`src/rtl/button_bank.sv`:
```
`default_nettype none
// ============================================================================
//  Module      : button_bank
//  Description : N-channel pushbutton conditioner. Each channel synchronises,
//                debounces and classifies its key into press / click /
//                long-press / auto-repeat / release events.
//  Revision    : 1.0 - initial release
// ============================================================================
module button_bank #(
    parameter int N            = 4,
    parameter bit ACTIVE_LOW   = 1'b1,
    parameter int DEBOUNCE_CYC = 500_000,
    parameter int HOLD_CYC     = 25_000_000,
    parameter int REPEAT_CYC   = 10_000_000
) (
    input  logic         clk,
    input  logic         rst_n,
    input  logic [N-1:0] raw,
    output logic [N-1:0] pressed,
    output logic [N-1:0] press,
    output logic [N-1:0] click,
    output logic [N-1:0] long_start,
    output logic [N-1:0] held,
    output logic [N-1:0] repeat_evt,
    output logic [N-1:0] release_evt,
    output logic [N-1:0] step
);

    localparam int c_DW   = $clog2(DEBOUNCE_CYC + 1);
    localparam int c_TMAX = (HOLD_CYC > REPEAT_CYC) ? HOLD_CYC : REPEAT_CYC;
    localparam int c_TW   = $clog2(c_TMAX + 1);

    localparam logic [c_DW-1:0] c_DEB_LAST  = c_DW'(DEBOUNCE_CYC - 1);
    localparam logic [c_DW-1:0] c_DEB_ZERO  = '0;
    localparam logic [c_DW-1:0] c_DEB_ONE   = c_DW'(1);
    localparam logic [c_TW-1:0] c_HOLD_LAST = c_TW'(HOLD_CYC - 1);
    localparam logic [c_TW-1:0] c_REP_LAST  = c_TW'(REPEAT_CYC - 1);
    localparam logic [c_TW-1:0] c_T_ZERO    = '0;
    localparam logic [c_TW-1:0] c_T_ONE     = c_TW'(1);

    typedef enum logic [1:0] {
        S_IDLE  = 2'd0,
        S_PRESS = 2'd1,
        S_HOLD  = 2'd2
    } state_t;

    if (DEBOUNCE_CYC < 1) begin : g_chk_deb
        $error("button_bank: DEBOUNCE_CYC must be >= 1");
    end
    if (HOLD_CYC < 2) begin : g_chk_hold
        $error("button_bank: HOLD_CYC must be >= 2");
    end
    if (REPEAT_CYC < 1) begin : g_chk_rep
        $error("button_bank: REPEAT_CYC must be >= 1");
    end

    // Normalise polarity so everything downstream treats 1 as "pressed".
    logic [N-1:0] w_p;
    assign w_p = ACTIVE_LOW ? ~raw : raw;

    for (genvar gi = 0; gi < N; gi++) begin : g_ch
        logic            r_s1;
        logic            r_s2;
        logic            r_pressed;
        logic [c_DW-1:0] r_dcnt;
        logic            w_diff;
        logic            w_flip;
        logic            w_rise;
        logic            w_fall;

        state_t          r_state;
        logic [c_TW-1:0] r_tcnt;
        logic            r_press;
        logic            r_click;
        logic            r_long;
        logic            r_held;
        logic            r_rep;
        logic            r_rel;

        always_ff @(posedge clk or negedge rst_n) begin
            if (!rst_n) begin
                r_s1 <= 1'b0;
                r_s2 <= 1'b0;
            end else begin
                r_s1 <= w_p[gi];
                r_s2 <= r_s1;
            end
        end

        // The toggle decision is shared combinationally with the event FSM so
        // that press/release events land on the same edge as the level change.
        assign w_diff = r_s2 ^ r_pressed;
        assign w_flip = w_diff && (r_dcnt == c_DEB_LAST);
        assign w_rise = w_flip && r_s2;
        assign w_fall = w_flip && !r_s2;

        always_ff @(posedge clk or negedge rst_n) begin
            if (!rst_n) begin
                r_pressed <= 1'b0;
                r_dcnt    <= c_DEB_ZERO;
            end else if (!w_diff) begin
                r_dcnt    <= c_DEB_ZERO;
            end else if (w_flip) begin
                r_pressed <= ~r_pressed;
                r_dcnt    <= c_DEB_ZERO;
            end else begin
                r_dcnt    <= r_dcnt + c_DEB_ONE;
            end
        end

        always_ff @(posedge clk or negedge rst_n) begin
            if (!rst_n) begin
                r_state <= S_IDLE;
                r_tcnt  <= c_T_ZERO;
                r_press <= 1'b0;
                r_click <= 1'b0;
                r_long  <= 1'b0;
                r_held  <= 1'b0;
                r_rep   <= 1'b0;
                r_rel   <= 1'b0;
            end else begin
                r_press <= 1'b0;
                r_click <= 1'b0;
                r_long  <= 1'b0;
                r_rep   <= 1'b0;
                r_rel   <= 1'b0;
                case (r_state)
                    S_IDLE: begin
                        if (w_rise) begin
                            r_press <= 1'b1;
                            r_tcnt  <= c_T_ZERO;
                            r_state <= S_PRESS;
                        end
                    end
                    S_PRESS: begin
                        // A release on the threshold cycle is still a click.
                        if (w_fall) begin
                            r_click <= 1'b1;
                            r_rel   <= 1'b1;
                            r_tcnt  <= c_T_ZERO;
                            r_state <= S_IDLE;
                        end else if (r_tcnt == c_HOLD_LAST) begin
                            r_long  <= 1'b1;
                            r_held  <= 1'b1;
                            r_tcnt  <= c_T_ZERO;
                            r_state <= S_HOLD;
                        end else begin
                            r_tcnt  <= r_tcnt + c_T_ONE;
                        end
                    end
                    S_HOLD: begin
                        if (w_fall) begin
                            r_rel   <= 1'b1;
                            r_held  <= 1'b0;
                            r_tcnt  <= c_T_ZERO;
                            r_state <= S_IDLE;
                        end else if (r_tcnt == c_REP_LAST) begin
                            r_rep   <= 1'b1;
                            r_tcnt  <= c_T_ZERO;
                        end else begin
                            r_tcnt  <= r_tcnt + c_T_ONE;
                        end
                    end
                    default: begin
                        r_held  <= 1'b0;
                        r_tcnt  <= c_T_ZERO;
                        r_state <= S_IDLE;
                    end
                endcase
            end
        end

        assign pressed[gi]     = r_pressed;
        assign press[gi]       = r_press;
        assign click[gi]       = r_click;
        assign long_start[gi]  = r_long;
        assign held[gi]        = r_held;
        assign repeat_evt[gi]  = r_rep;
        assign release_evt[gi] = r_rel;
        assign step[gi]        = r_press | r_rep;
    end

endmodule
`default_nettype wire

```
`config.mk`:
```
export PLATFORM = sky130hd
export DESIGN_NAME = button_bank
export DESIGN_NICKNAME = d
export VERILOG_FILES = /design/src/rtl/button_bank.sv
export SDC_FILE = /design/constraint.sdc
export NUM_CORES = 1
export LEC_CHECK = 0
export CAP_MARGIN = 20
export CORE_MARGIN = 2
export CORE_UTILIZATION = 35
export CTS_CLUSTER_DIAMETER = 200
export CTS_CLUSTER_SIZE = 10
export DETAILED_ROUTE_END_ITERATION = 8
export PLACE_DENSITY_LB_ADDON = 0.2
export REMOVE_ABC_BUFFERS = 1
export SLEW_MARGIN = 10
export SYNTH_ARGS = -nofsm -noshare
export SYNTH_HDL_FRONTEND = slang
export SYNTH_SLANG_ARGS = --single-unit
```
`constraint.sdc`:
```
create_clock -name clk -period 5.3 [get_ports clk]
set_clock_uncertainty 0.15 [all_clocks]
set_input_delay 1.59 -clock clk [delete_from_list [all_inputs] [get_ports clk]]
set_output_delay 1.59 -clock clk [all_outputs]
set_load 0.01 [all_outputs]
```
==> summary.txt <==
Placed design
  • HPWL Detailed: 17200 µm
  • Gpl congestion: 0.803
  • Place WS: 2.12 ns
  • Port Buf Inserts: 37
  • Area after DPL: 12500 µm²

Worst setup path
  • CP Max Fanout: 2
  • Reg2reg end: g_ch[2].r_tcnt[20]
  • Element type at the critical path start: register
  • Worst Reg-to-Reg Cells: 6
  • Crit. End Element: output port
  • CP Class: register to output port
  • Critical path data required time: 3.56 ns
  • CP arrival: 1.66 ns
  • Critical R2R Launch: g_ch[2].r_dcnt[7]
  • FF-to-FF setup slack: 2.12 ns

Logic synthesis
  • Main flop type after synthesis: dfrtp_1
  • Post-synthesis sequential element count: 220
  • XOR/XNOR Fraction of Synth Area: 0.0484
  • Post-synthesis mux area share: 0.00545
  • Avg Inst Size Synth: 9.07 µm²
  • Post-synth top area share: 0.461
  • Sequential element share of the synthesized area: 0.461
  • Compound-Gate Fraction of Synth Area: 0.119
  • Main combinational cell family by area after synthesis: simple AND/OR/NAND/NOR gates
  • Simple-gate share of the synthesized area: 0.297
  • Count leader, synth: dfrtp_1
  • Post-Syn Instances: 1317
  • Synthesized area: 11900 µm²
  • Top post-synthesis cells by count: dfrtp_1 (220), nand2_1 (157), nand3_1 (151)
  • Synth area leaders: dfrtp_1 (46%), nand3_1 (6.3%), nand2_1 (4.9%)
  • Async set or reset register ratio after synthesis: 1.00
  • Number of distinct library cells after synthesis: 70
  • Warnings, synthesis: 0
  • Synth area leader: dfrtp_1
  • Number of synthesized flops with an enable pin: 0
  • Synth Area in Adders: 0.0209

Global routing
  • Total track usage: 0.148
  • Largest net degree at the start of global routing: 111
  • First-pass GRT wire length: 45100 µm
  • Initial antenna violation count: 0
  • Vias in the first global route: 9099
  • GR Overflow Total: 0

Clock network
  • TritonCTS clock tree: yes
  • Bufs on Longest Clock Path: 3
  • Post-CTS resize count: 0
  • Clock slew at reported path FFs: 0.05 ns
  • Skew-Pair Late Insertion Delay: 0.53 ns
  • Clock buffer count from CTS: 25
  • CTS sink count: 220
  • Post-CTS setup buffer count: 0
  • CTS Hold Bufs: 0
  • CTS root buf: clkbuf_16
  • Htree depth: 1

Status
  • Outcome: complete, no violations

Floorplan
  • Placeable core area: 33500 µm²
  • Io pins: 38
  • Die area: 35600 µm²
  • Cell Rows: 67
  • Die H: 189 µm
  • Initial core utilization: 0.356
  • DIE WIDTH: 189 µm

Power
  • Pwr/cell area: 246 nW/µm²
  • Peak supply drop: 0.214 mV
  • P_leak: 5.33 nW
  • Power consumption: 3.24 mW

Routing
  • First-pass DRT Iterations: 4
  • DRT iter0 DRCs: 514
  • Routed len/inst: 14.8 µm
  • Antenna viol nets, final: 0
  • Final wirelength: 26000 µm
  • DR vias/cell: 5.36
  • Vias: 9439
  • DRC Markers: 0

Timing
  • Final Hold Fails: 0
  • Final min period: 3.40 ns
  • Final setup fails: 0
  • Slew Limit Headroom: 0.282
  • Sum Neg Setup Slack: 0 ns
  • Fmax: 294 MHz
  • Period utilisation layout: 0.642
  • Max-slew violation count: 0
  • Worst Tran Pin Value: 1.08 ns
  • PnR worst setup slack: 1.90 ns
  • RSZ-0062 raised after global routing: no

Cells and area
  • Area Growth Syn to Fin: 10.3%
  • Fraction of layout cells with a size suffix above 1: 0.0472
  • Final Cell Area: 13200 µm²
  • Layout fillers: 3390
  • Post-layout nets: 1340
  • ANT cells: 0

Worst hold path
  • Hold EP: g_ch[1].r_s2
  • Hold Startpoint: g_ch[1].r_s1
  • Hold crit path type: register to register
  • Hold Path Depth: 0

Run
  • Max-cap violation count: 0
## critical path, stage by stage (launching register included)
cell and delay (ns):
dfrtp_1 0.40, or2_2 0.27, clkdlybuf4s50_1 0.47
## report_power, final
part           total, mW  switching, mW  internal [mW]  leakage [nW]
Clock               1.48          0.651          0.826         0.313
Combinational     0.0664         0.0509         0.0155          1.97
Sequential          1.70        0.00968           1.69          3.05
Total               3.24          0.712           2.53          5.33
## how the worst max path moves through the flow
stage,start,cells past startpoint,endpoint
after detailed placement,g_ch[2].r_dcnt[7],6,g_ch[2].r_tcnt[17]
after floorplan,g_ch[1].r_dcnt[0],7,g_ch[1].r_tcnt[10]
final,g_ch[0].r_press,2,step[0]
after global placement,g_ch[2].r_dcnt[7],6,g_ch[2].r_tcnt[18]
after CTS,g_ch[2].r_rep,2,step[2]
after global routing,g_ch[2].r_rep,2,step[2]
## cells in the final DEF (no fill, tap or decap), types with 20 or more instances in the layout
cell type,count
xnor2_1,26
clkbuf_16,25
nor3_1,26
dfrtp_1,220
xor2_1,40
nand4_1,30
inv_1,48
or3_1,44
clkdlybuf4s50_1,36
o21ai_0,53
ha_1,20
nand3_1,151
nand2_1,157
o311ai_0,26
and3_1,38
nor2_1,116
a21oi_1,23
## area by class of cell
type / count / area (µm²) / share of cell area
Clock buffer: 25 / 626 / 0.0475
Clock inverter: 1 / 8.76 / 0.000665
Inverter: 48 / 180 / 0.0137
Multi-Input combinational cell: 976 / 5860 / 0.445
Sequential cell: 220 / 5510 / 0.418
Tap cell: 448 / 561 / 0.0425
Timing Repair Buffer: 43 / 433 / 0.0329
## flip-flops by register name, summed over array words and instances, names as in the netlist
register and count:
g_ch.r_s1 4, g_ch.r_rel 4, g_ch.r_pressed 4, g_ch.r_tcnt 100
g_ch.r_dcnt 76, g_ch.r_rep 4, g_ch.r_s2 4, g_ch.r_click 4
g_ch.r_long 4, g_ch.r_state 8, g_ch.r_press 4, g_ch.r_held 4
## metal layers
| layer | share of wire | routed length [µm] | up-vias | track usage |
|---|---|---|---|---|
| met4 | 0.015 | 401 | 0 | 0.0349 |
| li1 | - | - | 4709 | - |
| met1 | 0.49 | 12700 | 4572 | 0.206 |
| met5 | 0 | 0 | - | 0 |
| met2 | 0.46 | 12000 | 127 | 0.243 |
| met3 | 0.034 | 881 | 31 | 0.0212 |
## logic make-up after synthesis
family	Yosys count
compound gates	197
xor+xnor	66
fa+ha+maj	20
buf+inv	121
flops	220
mux	6
simple gates	687
## through the flow
stage	cells	hold WS [ns]	utilization
finish	1761	0.197	0.393
global route	1761	0.215	0.393
CTS	1761	0.199	0.393
detailed placement	1735	0.186	0.374
global placement	1735	0.185	0.374
floorplan	1244	0.181	-
No activity file was read; power rests on OpenSTA's default activity.
